### src/rtl/sorter_pkg.sv
// Shared types for the sorter scheduler: FSM states and requester-id sizing.
package sorter_pkg;

    typedef enum logic [2:0] {
        IDLE,
        LOAD,
        DISCARD,
        WAIT,
        DRAIN,
        FLUSH
    } state_t;

    localparam int DEF_NUM_REQ = 4;

    // Id width that stays legal for a single requester.
    function automatic int id_w(input int n);
        return (n > 1) ? $clog2(n) : 1;
    endfunction

    typedef logic [$clog2(DEF_NUM_REQ)-1:0] id_t;

endpackage

### src/rtl/rr_arbiter.sv
// Combinational round-robin pick: first asserted request after ptr, wrapping.
module rr_arbiter
    import sorter_pkg::*;
#(
    parameter int  NUM_REQ = 4,
    localparam int ID_W    = id_w(NUM_REQ)
) (
    input  logic [NUM_REQ-1:0] req,
    input  logic [ID_W-1:0]    ptr,
    output logic               gnt_valid,
    output logic [ID_W-1:0]    gnt_id
);

    logic [ID_W-1:0] cand;

    always_comb begin
        gnt_valid = 1'b0;
        gnt_id    = '0;
        cand      = '0;
        // Farthest first, so the nearest requester after ptr overwrites the rest.
        for (int i = NUM_REQ; i >= 1; i--) begin
            cand = ID_W'((int'(ptr) + i) % NUM_REQ);
            if (req[cand]) begin
                gnt_valid = 1'b1;
                gnt_id    = cand;
            end
        end
    end

endmodule

### src/rtl/sorter_scheduler.sv
// Time-shares one systolic sorter among NUM_REQ requesters: load a batch,
// drain the sorted result tagged with the owner id, then reset the sorter.
module sorter_scheduler
    import sorter_pkg::*;
#(
    parameter int  NUM_REQ       = 4,
    parameter int  ELEMENTS      = 64,
    parameter int  BIT_WIDTH     = 32,
    parameter type METADATA_TYPE = logic,
    localparam int ID_W          = id_w(NUM_REQ),
    localparam int CNT_W         = $clog2(ELEMENTS + 1)
) (
    input  logic                                clk,
    input  logic                                rst,
    input  logic [NUM_REQ-1:0]                  req_valid,
    output logic [NUM_REQ-1:0]                  req_ready,
    input  logic [NUM_REQ-1:0][BIT_WIDTH-1:0]   req_data,
    input  METADATA_TYPE [NUM_REQ-1:0]          req_metadata,
    input  logic [NUM_REQ-1:0]                  req_last,
    output logic                                s_rst,
    output logic                                s_in_valid,
    output logic [BIT_WIDTH-1:0]                s_in_data,
    output METADATA_TYPE                        s_in_metadata,
    output logic                                s_in_last,
    input  logic                                s_out_valid,
    input  logic [BIT_WIDTH-1:0]                s_out_data,
    input  METADATA_TYPE                        s_out_metadata,
    output logic                                s_out_ready,
    output logic                                res_valid,
    input  logic                                res_ready,
    output logic [BIT_WIDTH-1:0]                res_data,
    output METADATA_TYPE                        res_metadata,
    output logic                                res_last,
    output logic [ID_W-1:0]                     res_id,
    output logic                                busy,
    output logic                                overflow
);

    state_t          state;
    logic [ID_W-1:0] gnt, ptr, arb_id;
    logic [CNT_W-1:0] cnt;
    logic            arb_valid, flush_2nd, at_cap;

    rr_arbiter #(.NUM_REQ(NUM_REQ)) u_arb (
        .req       (req_valid),
        .ptr       (ptr),
        .gnt_valid (arb_valid),
        .gnt_id    (arb_id)
    );

    assign at_cap = (cnt == CNT_W'(ELEMENTS - 1));

    // Handshake strobes are masked by rst so an abort is visible immediately.
    always_comb begin
        req_ready = '0;
        if (!rst && (state == LOAD || state == DISCARD))
            req_ready[gnt] = 1'b1;
    end

    assign s_rst        = rst | (state == FLUSH);
    assign busy         = (state != IDLE);
    assign s_out_ready  = !rst && (state == DRAIN) && res_ready;
    assign res_valid    = !rst && (state == DRAIN) && s_out_valid;
    assign res_data     = s_out_data;
    assign res_metadata = s_out_metadata;
    assign res_last     = (state == DRAIN) && (cnt == CNT_W'(1));
    assign res_id       = gnt;

    always_ff @(posedge clk) begin
        if (rst) begin
            state         <= IDLE;
            ptr           <= ID_W'(NUM_REQ - 1);
            gnt           <= '0;
            cnt           <= '0;
            flush_2nd     <= 1'b0;
            overflow      <= 1'b0;
            s_in_valid    <= 1'b0;
            s_in_last     <= 1'b0;
            s_in_data     <= '0;
            s_in_metadata <= '0;
        end else begin
            s_in_valid <= 1'b0;
            s_in_last  <= 1'b0;
            case (state)
                IDLE: if (arb_valid) begin
                    gnt   <= arb_id;
                    cnt   <= '0;
                    state <= LOAD;
                end
                LOAD: if (req_valid[gnt]) begin
                    s_in_valid    <= 1'b1;
                    s_in_data     <= req_data[gnt];
                    s_in_metadata <= req_metadata[gnt];
                    s_in_last     <= req_last[gnt] | at_cap;
                    cnt           <= cnt + 1'b1;
                    if (req_last[gnt]) begin
                        state <= WAIT;
                    end else if (at_cap) begin
                        overflow <= 1'b1;
                        state    <= DISCARD;
                    end
                end
                DISCARD: if (req_valid[gnt] && req_last[gnt]) state <= WAIT;
                WAIT:    if (s_out_valid) state <= DRAIN;
                DRAIN: if (s_out_valid && res_ready) begin
                    cnt <= cnt - 1'b1;
                    if (cnt == CNT_W'(1)) begin
                        state     <= FLUSH;
                        flush_2nd <= 1'b0;
                    end
                end
                FLUSH: begin
                    // Sorter's end-of-batch latch only clears on reset: hold it two cycles.
                    flush_2nd <= 1'b1;
                    if (flush_2nd) begin
                        ptr   <= gnt;
                        state <= IDLE;
                    end
                end
                default: state <= IDLE;
            endcase
        end
    end

endmodule

### config.mk
export PLATFORM = sky130hd
export DESIGN_NAME = sorter_scheduler
export DESIGN_NICKNAME = d
export VERILOG_FILES = /design/src/rtl/sorter_pkg.sv /design/src/rtl/rr_arbiter.sv /design/src/rtl/sorter_scheduler.sv
export SDC_FILE = /design/constraint.sdc
export NUM_CORES = 1
export LEC_CHECK = 0
export ABC_AREA = 1
export CAP_MARGIN = 5
export CORE_AREA = 5 5 121 94
export CTS_CLUSTER_DIAMETER = 50
export DETAILED_ROUTE_END_ITERATION = 10
export DIE_AREA = 0 0 126 99
export PLACE_DENSITY_LB_ADDON = 0.08
export SYNTH_ARGS = -nofsm -noshare
export SYNTH_HDL_FRONTEND = slang
export SYNTH_SLANG_ARGS = --single-unit
### constraint.sdc
create_clock -name clk -period 4.1 [get_ports clk]
set_input_delay 0.615 -clock clk [delete_from_list [all_inputs] [get_ports clk]]
set_output_delay 0.615 -clock clk [all_outputs]
set_load 0.1 [all_outputs]
==> results of run 1 <==
[layout by cell type (no fill, tap or decap), types with 2 or more instances in the layout]
cell,Yosys,layout
nand4_1,5,5
inv_2,7,7
clkbuf_16,0,5
a41oi_2,27,27
nand3_2,2,2
ha_1,3,3
clkdlybuf4s50_1,0,183
buf_12,0,4
o21ai_1,5,5
a22oi_1,34,34
nor2_1,29,29
nor2_2,3,3
dfxtp_1,51,49
buf_4,38,10
nor3_1,9,9
nand2_1,82,82
or2_2,2,2
nand2_2,3,3
inv_4,2,2
dfxtp_2,0,2
o21ai_0,48,48
a31oi_1,3,3
inv_1,24,24
nand3_1,81,81
a21oi_1,20,20
a41oi_1,6,6
[kinds of logic after synthesis]
| family | count (synthesis) | synth area share [%] |
|---|---|---|
| and+or+nand+nor | 220 | 26.31 |
| AOI/OAI and AO/OA | 146 | 30.14 |
| buffers and inverters | 105 | 15.64 |
| DFF | 51 | 26.70 |
| adders and majority gates | 3 | 0.9818 |
| xor gates and xnor gates | 1 | 0.2291 |
[flip-flops by register name (all words and copies together) (netlist names)]
name and flops:
flush_2nd 1, s_in_metadata 1, overflow 1, s_in_valid 1, cnt 7, s_in_last 1, ptr 2, res_id 2
s_in_data 32, state 3
[power groups by stage]
stage	registers (W)	logic (W)	clock network, W
after global routing	0.000917	0.00303	0.000476
after global placement	0.000892	0.00280	0
final	0.000893	0.00282	0.000443
after CTS	0.000887	0.00283	0.000462
after floorplan	0.00165	0.00150	0
after detailed placement	0.000894	0.00282	0
[layout make-up]
| type | instances | area [sq um] | area share, % |
|---|---|---|---|
| Timing Repair Buffer | 197 | 1987 | 35.05 |
| Clock buffer | 6 | 138.9 | 2.450 |
| Inverter | 33 | 128.9 | 2.273 |
| Sequential cell | 51 | 1023 | 18.05 |
| Multi-Input combinational cell | 370 | 2205 | 38.89 |
| Tap cell | 136 | 170.2 | 3.002 |
| Clock inverter | 2 | 16.27 | 0.2869 |
[critical path, stage by stage, from the launching register on]
cell and delay (ns):
dfxtp_1 0.46, ha_1 0.19, inv_1 0.04, nor2_1 0.09
nand2_1 0.11, nor2_1 0.12, clkdlybuf4s50_1 1.14
[per-layer routing]
layer | routed length (um) | vias up
met1 | 5832 | 1991
met4 | 365 | 0
met3 | 1197 | 31
met5 | 0 | -
met2 | 6978 | 151
li1 | - | 2109
[worst paths after layout]
check	slack [ns]	depth (start not counted)	from	endpoint
worst max-delay path	1.05	6	cnt[0]	res_last
worst min-delay path	0.47	2	flush_2nd	flush_2nd
worst max register to register	1.30	5	res_id[0]	s_in_data[14]
worst min register to register	0.47	2	flush_2nd	flush_2nd
[stage by stage]
step / utilization [%] / cell area (sq um) / instances
5_1_grt: 56.19 / 5669 / 795
4_1_cts: 56.19 / 5669 / 795
6_report: 56.19 / 5669 / 795
3_3_place_gp: 54.65 / 5514 / 787
3_5_place_dp: 54.65 / 5514 / 787
2_1_floorplan: - / 3824 / 526
==> results.yml, run 1 <==
sta:
  finalSetupViolations: 0
  finalWorstSetupSlack_ns: 1.048
  fin_crit_sh_pct: 74.44
  finClkSkew_ns: 0.008925
  setup_tns_ns: 0
  holdWs_ns: 0.4728
  slew_violations: 0
  rsz0062_at_grt: "false"
  period_needed_ns: 3.052
  worst_slew_pin_slew_ns: 1.027
  relSlewSlack_pct: 31.33
  hold_violations: 0
  max_freq_ghz: 0.3277
global_routing:
  met1_usage_pct: 26.28
  busiest_layer: "met2"
  grt_overflow: 0
  grt_pass1_vias: 4417
  grt.total_usage_pct: 22.11
  grt_use_met2_pct: 37.64
  grt_antenna_before_repair: 0
  use_met3_pct: 7.313
  grt_max_degree: 68
  grt_first_pass_wirelength_um: 22630
logic_synthesis:
  async_flop_share_pct: 0
  ys.flop_type: "dfxtp_1"
  synth_edf_count: 0
  syn-instance-count: 526
  yosys-top-cells-count: "nand2_1 (82), nand3_1 (81), dfxtp_1 (51)"
  netlist_area_sq_mm: 0.003824
  ys_warn_count: 0
  synth_top_cell_by_area: "dfxtp_1"
  synth-seq-cells: 51
  postSynthAreaPerCell_sq_um: 7.269
  yosysSeqAreaShare_pct: 26.70
  yosys.area.top_type_share_pct: 26.70
  synthTopCellsByArea: "dfxtp_1 (27%), a41oi_2 (11%), nand3_1 (11%), nand2_1 (8.0%), buf_4 (7.5%)"
  synth_nets: 706
  synth.most_common_cell: "nand2_1"
  synth_cell_type_count: 33
power:
  clkPwrFrac_pct: 10.7
  combPwrFrac_pct: 67.9
  power_frac_seq_pct: 21.5
  max-vdd-ir-drop_uv: 410.9
  p_leak_nw: 2.073
  power.density_mw_per_mm2: 733.8
  switching_share_pct: 58.76
  power_w: 0.004160
  p_int_w: 0.001716
  p_sw_w: 0.002445
clocking:
  cts_root_buffer: "clkbuf_16"
  hold_buffers: 0
  ctsResizeCount: 0
  h-tree-depth: 2
  cts_tree: "done"
  cts_setup_buffers: 0
  cts_max_path_buffers: 2
  numCtsBuffers: 5
  clock_sinks: 51
  insertion_delay_ns: 0.29
  clk_pin_slew_ns: 0.07
cells_and_area:
  drive_gt1_share_pct: 10.93
  fillers: 965
  diodes: 0
  final_nets: 838
  syn2layout_area_growth_pct: 48.27
critical_path:
  cp_max_fo: 6
  end_kind: "primary output"
  path_class: "register to primary output"
  required_ns: 3.48
  cp-start-kind: "register"
  critPathArrivalTime_ns: 2.44
placed_design:
  post-place-ws_ns: 1.156
  port_buffers: 190
  gp_congestion: 0.8884
  hpwl_um: 10770
die:
  pin_count: 257
  rows: 32
  die_area_sq_mm: 0.01247
  core_area_sq_mm: 0.01009
  fp.dieH_um: 99
  start_util_pct: 37.90
  die_w_um: 126
routing:
  routed_via_density: 5.386
  drc_errors: 0
  drtIter0Drc: 255
  drt_wl_total_um: 14370
  ant_nets: 0
  firstDrtPassIters: 4
  num_vias: 4282
  wl_per_cell_um: 18.08
outcome:
  status: "complete, no violations"
worst_hold_path:
  hp-class: "register to register"
run:
  maxCapViolations: 0
No activity file was read; power rests on OpenSTA's default activity.
==> inputs of run 2 (changes only) <==
--- a/config.mk
+++ b/config.mk
@@ -7,10 +7,10 @@
 export LEC_CHECK = 0
 export ABC_AREA = 1
 export CAP_MARGIN = 5
-export CORE_AREA = 5 5 121 94
+export CORE_AREA = 5 5 131 102
 export CTS_CLUSTER_DIAMETER = 50
 export DETAILED_ROUTE_END_ITERATION = 10
-export DIE_AREA = 0 0 126 99
+export DIE_AREA = 0 0 136 107
 export PLACE_DENSITY_LB_ADDON = 0.08
 export SYNTH_ARGS = -nofsm -noshare
 export SYNTH_HDL_FRONTEND = slang
==> constraint.sdc (replaced) <==
create_clock -name clk -period 2.65 [get_ports clk]
set_input_delay 0.3975 -clock clk [delete_from_list [all_inputs] [get_ports clk]]
set_output_delay 0.3975 -clock clk [all_outputs]
set_load 0.1 [all_outputs]
==> run 2 against run 1 <==
- non-clock buffer count up 3
- clock skew down 0.0033 ns
- largest power group unchanged
- sequential share of layout area down 0.17 points
- die area up 17%
- sequential power up 48%
- hold slack better by 0.00068 ns
- global-route usage down 3.6 points
- design area up 0.95%
- combinational power up 59%
==> results.yml, run 2 (synthesis results as in run 1) <==
outcome:
  status: "complete, no violations"
clocking:
  insertion_delay_ns: 0.29
  h-tree-depth: 2
  cts_tree: "done"
  clock_sinks: 51
  numCtsBuffers: 5
  hold_buffers: 0
  cts_setup_buffers: 0
  ctsResizeCount: 0
  cts_root_buffer: "clkbuf_16"
  clk_pin_slew_ns: 0.07
  cts_max_path_buffers: 2
die:
  die_area_sq_mm: 0.01455
  pin_count: 257
  rows: 35
  die_w_um: 136
  core_area_sq_mm: 0.01196
  start_util_pct: 31.98
  fp.dieH_um: 107
cells_and_area:
  utilization_pct: 47.87
  syn2layout_area_growth_pct: 49.67
  largest_register_ff_count: 32
  final_common_cell: "clkdlybuf4s50_1"
  top_register: "s_in_data"
  reg_top3: "s_in_data x32, cnt x7, state x3"
  final_cells: 828
  fin_area_sq_mm: 0.005723
  diodes: 0
  drive_gt1_share_pct: 17.98
  final_nets: 841
  mostFrequentLayoutCells: "clkdlybuf4s50_1 (143), nand2_1 (82), nand3_1 (81)"
placed_design:
  place_area_sq_mm: 0.005585
  dp_cells: 820
  port_buffers: 190
  hpwl_um: 10600
  gp_congestion: 0.8264
routing:
  drtIter0Drc: 240
  ant_nets: 0
  num_vias: 4285
  drt_wl_total_um: 14260
  firstDrtPassIters: 4
  wl_per_cell_um: 17.23
  drc_errors: 0
  routed_via_density: 5.175
critical_path:
  critPathArrivalTime_ns: 2.04
  path_cells: "nand3_2 -> inv_2 -> or2_2 -> nand2_1 -> nor3_2 -> buf_12"
  path_buf_inv: 2
  cpMaxStageDelayCell: "dfxtp_1"
  end_kind: "primary output"
  critical_path.max_stage_delay_ns: 0.54
  cp_max_fo: 11
  cp-start-kind: "register"
  required_ns: 2.25
  path_delay_family: "simple AND/OR/NAND/NOR gates"
  path_class: "register to primary output"
run:
  maxCapViolations: 0
global_routing:
  grt_overflow: 0
  grt_first_pass_wirelength_um: 21840
  grt.total_usage_pct: 18.55
  grt_antenna_before_repair: 0
  grt_pass1_vias: 4275
  grt_max_degree: 64
sta:
  relSlewSlack_pct: 69.86
  worst_slew_pin_slew_ns: 0.4521
  slew_violations: 0
  period_needed_ns: 2.435
  hold_violations: 0
  finClkSkew_ns: 0.005654
  setup_tns_ns: 0
  fin_crit_sh_pct: 91.90
  max_freq_ghz: 0.4106
  finalSetupViolations: 0
  rsz0062_at_grt: "false"
worst_hold_path:
  hp-class: "register to register"
power:
  max-vdd-ir-drop_uv: 561.7
  power.density_mw_per_mm2: 1126
  p_leak_nw: 2.189
run 2: per-stage QoR:
| step | hold slack [ns] | total power (W) | worst slack [ns] |
|---|---|---|---|
| global route | 0.5074 | 0.006858 | 0.04336 |
| detailed placement | 0.4619 | 0.005817 | 0.4508 |
| floorplan | 0.4443 | 0.004918 | -0.2463 |
| CTS | 0.4733 | 0.006496 | 0.2019 |
| global placement | 0.4622 | 0.005790 | 0.5140 |
| finish | 0.4734 | 0.006445 | 0.2148 |
run 2: layer usage:
layer  global-route usage [%]  part of all wire [%]  up-vias
met4                    4.173                   1.6        0
met5                        0                     0        -
met3                    4.690                   6.8       33
met1                    23.19                    43     1989
li1                         -                     -     2113
met2                    32.08                    49      150
run 2: final timing paths:
check / start / to / slack [ns] / cells after the start
worst max-delay path: state[0] / req_ready[1] / 0.21 / 6
worst min-delay path: flush_2nd / flush_2nd / 0.47 / 2
worst max register to register: res_id[0] / state[0] / 0.66 / 11
worst min register to register: flush_2nd / flush_2nd / 0.47 / 2
run 2: worst reg2reg max path, delay by kind of cell, from the launching register on:
kind                   cells  cell delay (ns)
and+or+nand+nor           10             0.97
DFF                        1             0.52
buffers and inverters      1             0.46
run 2: final cells by class:
class | count | area (sq um)
Fill cell | 1137 | 6232
Multi-Input combinational cell | 370 | 2253
Timing Repair Buffer | 200 | 1972
Sequential cell | 51 | 1023
Tap cell | 166 | 207.7
Clock buffer | 7 | 132.6
Inverter | 33 | 128.9
Clock inverter | 1 | 5.005
run 2: power breakdown:
part	leakage [nW]	internal, W	switching, W
Clock	0.0679	0.000351	0.000299
Combinational	1.70	0.00124	0.00324
Sequential	0.418	0.00104	0.000280
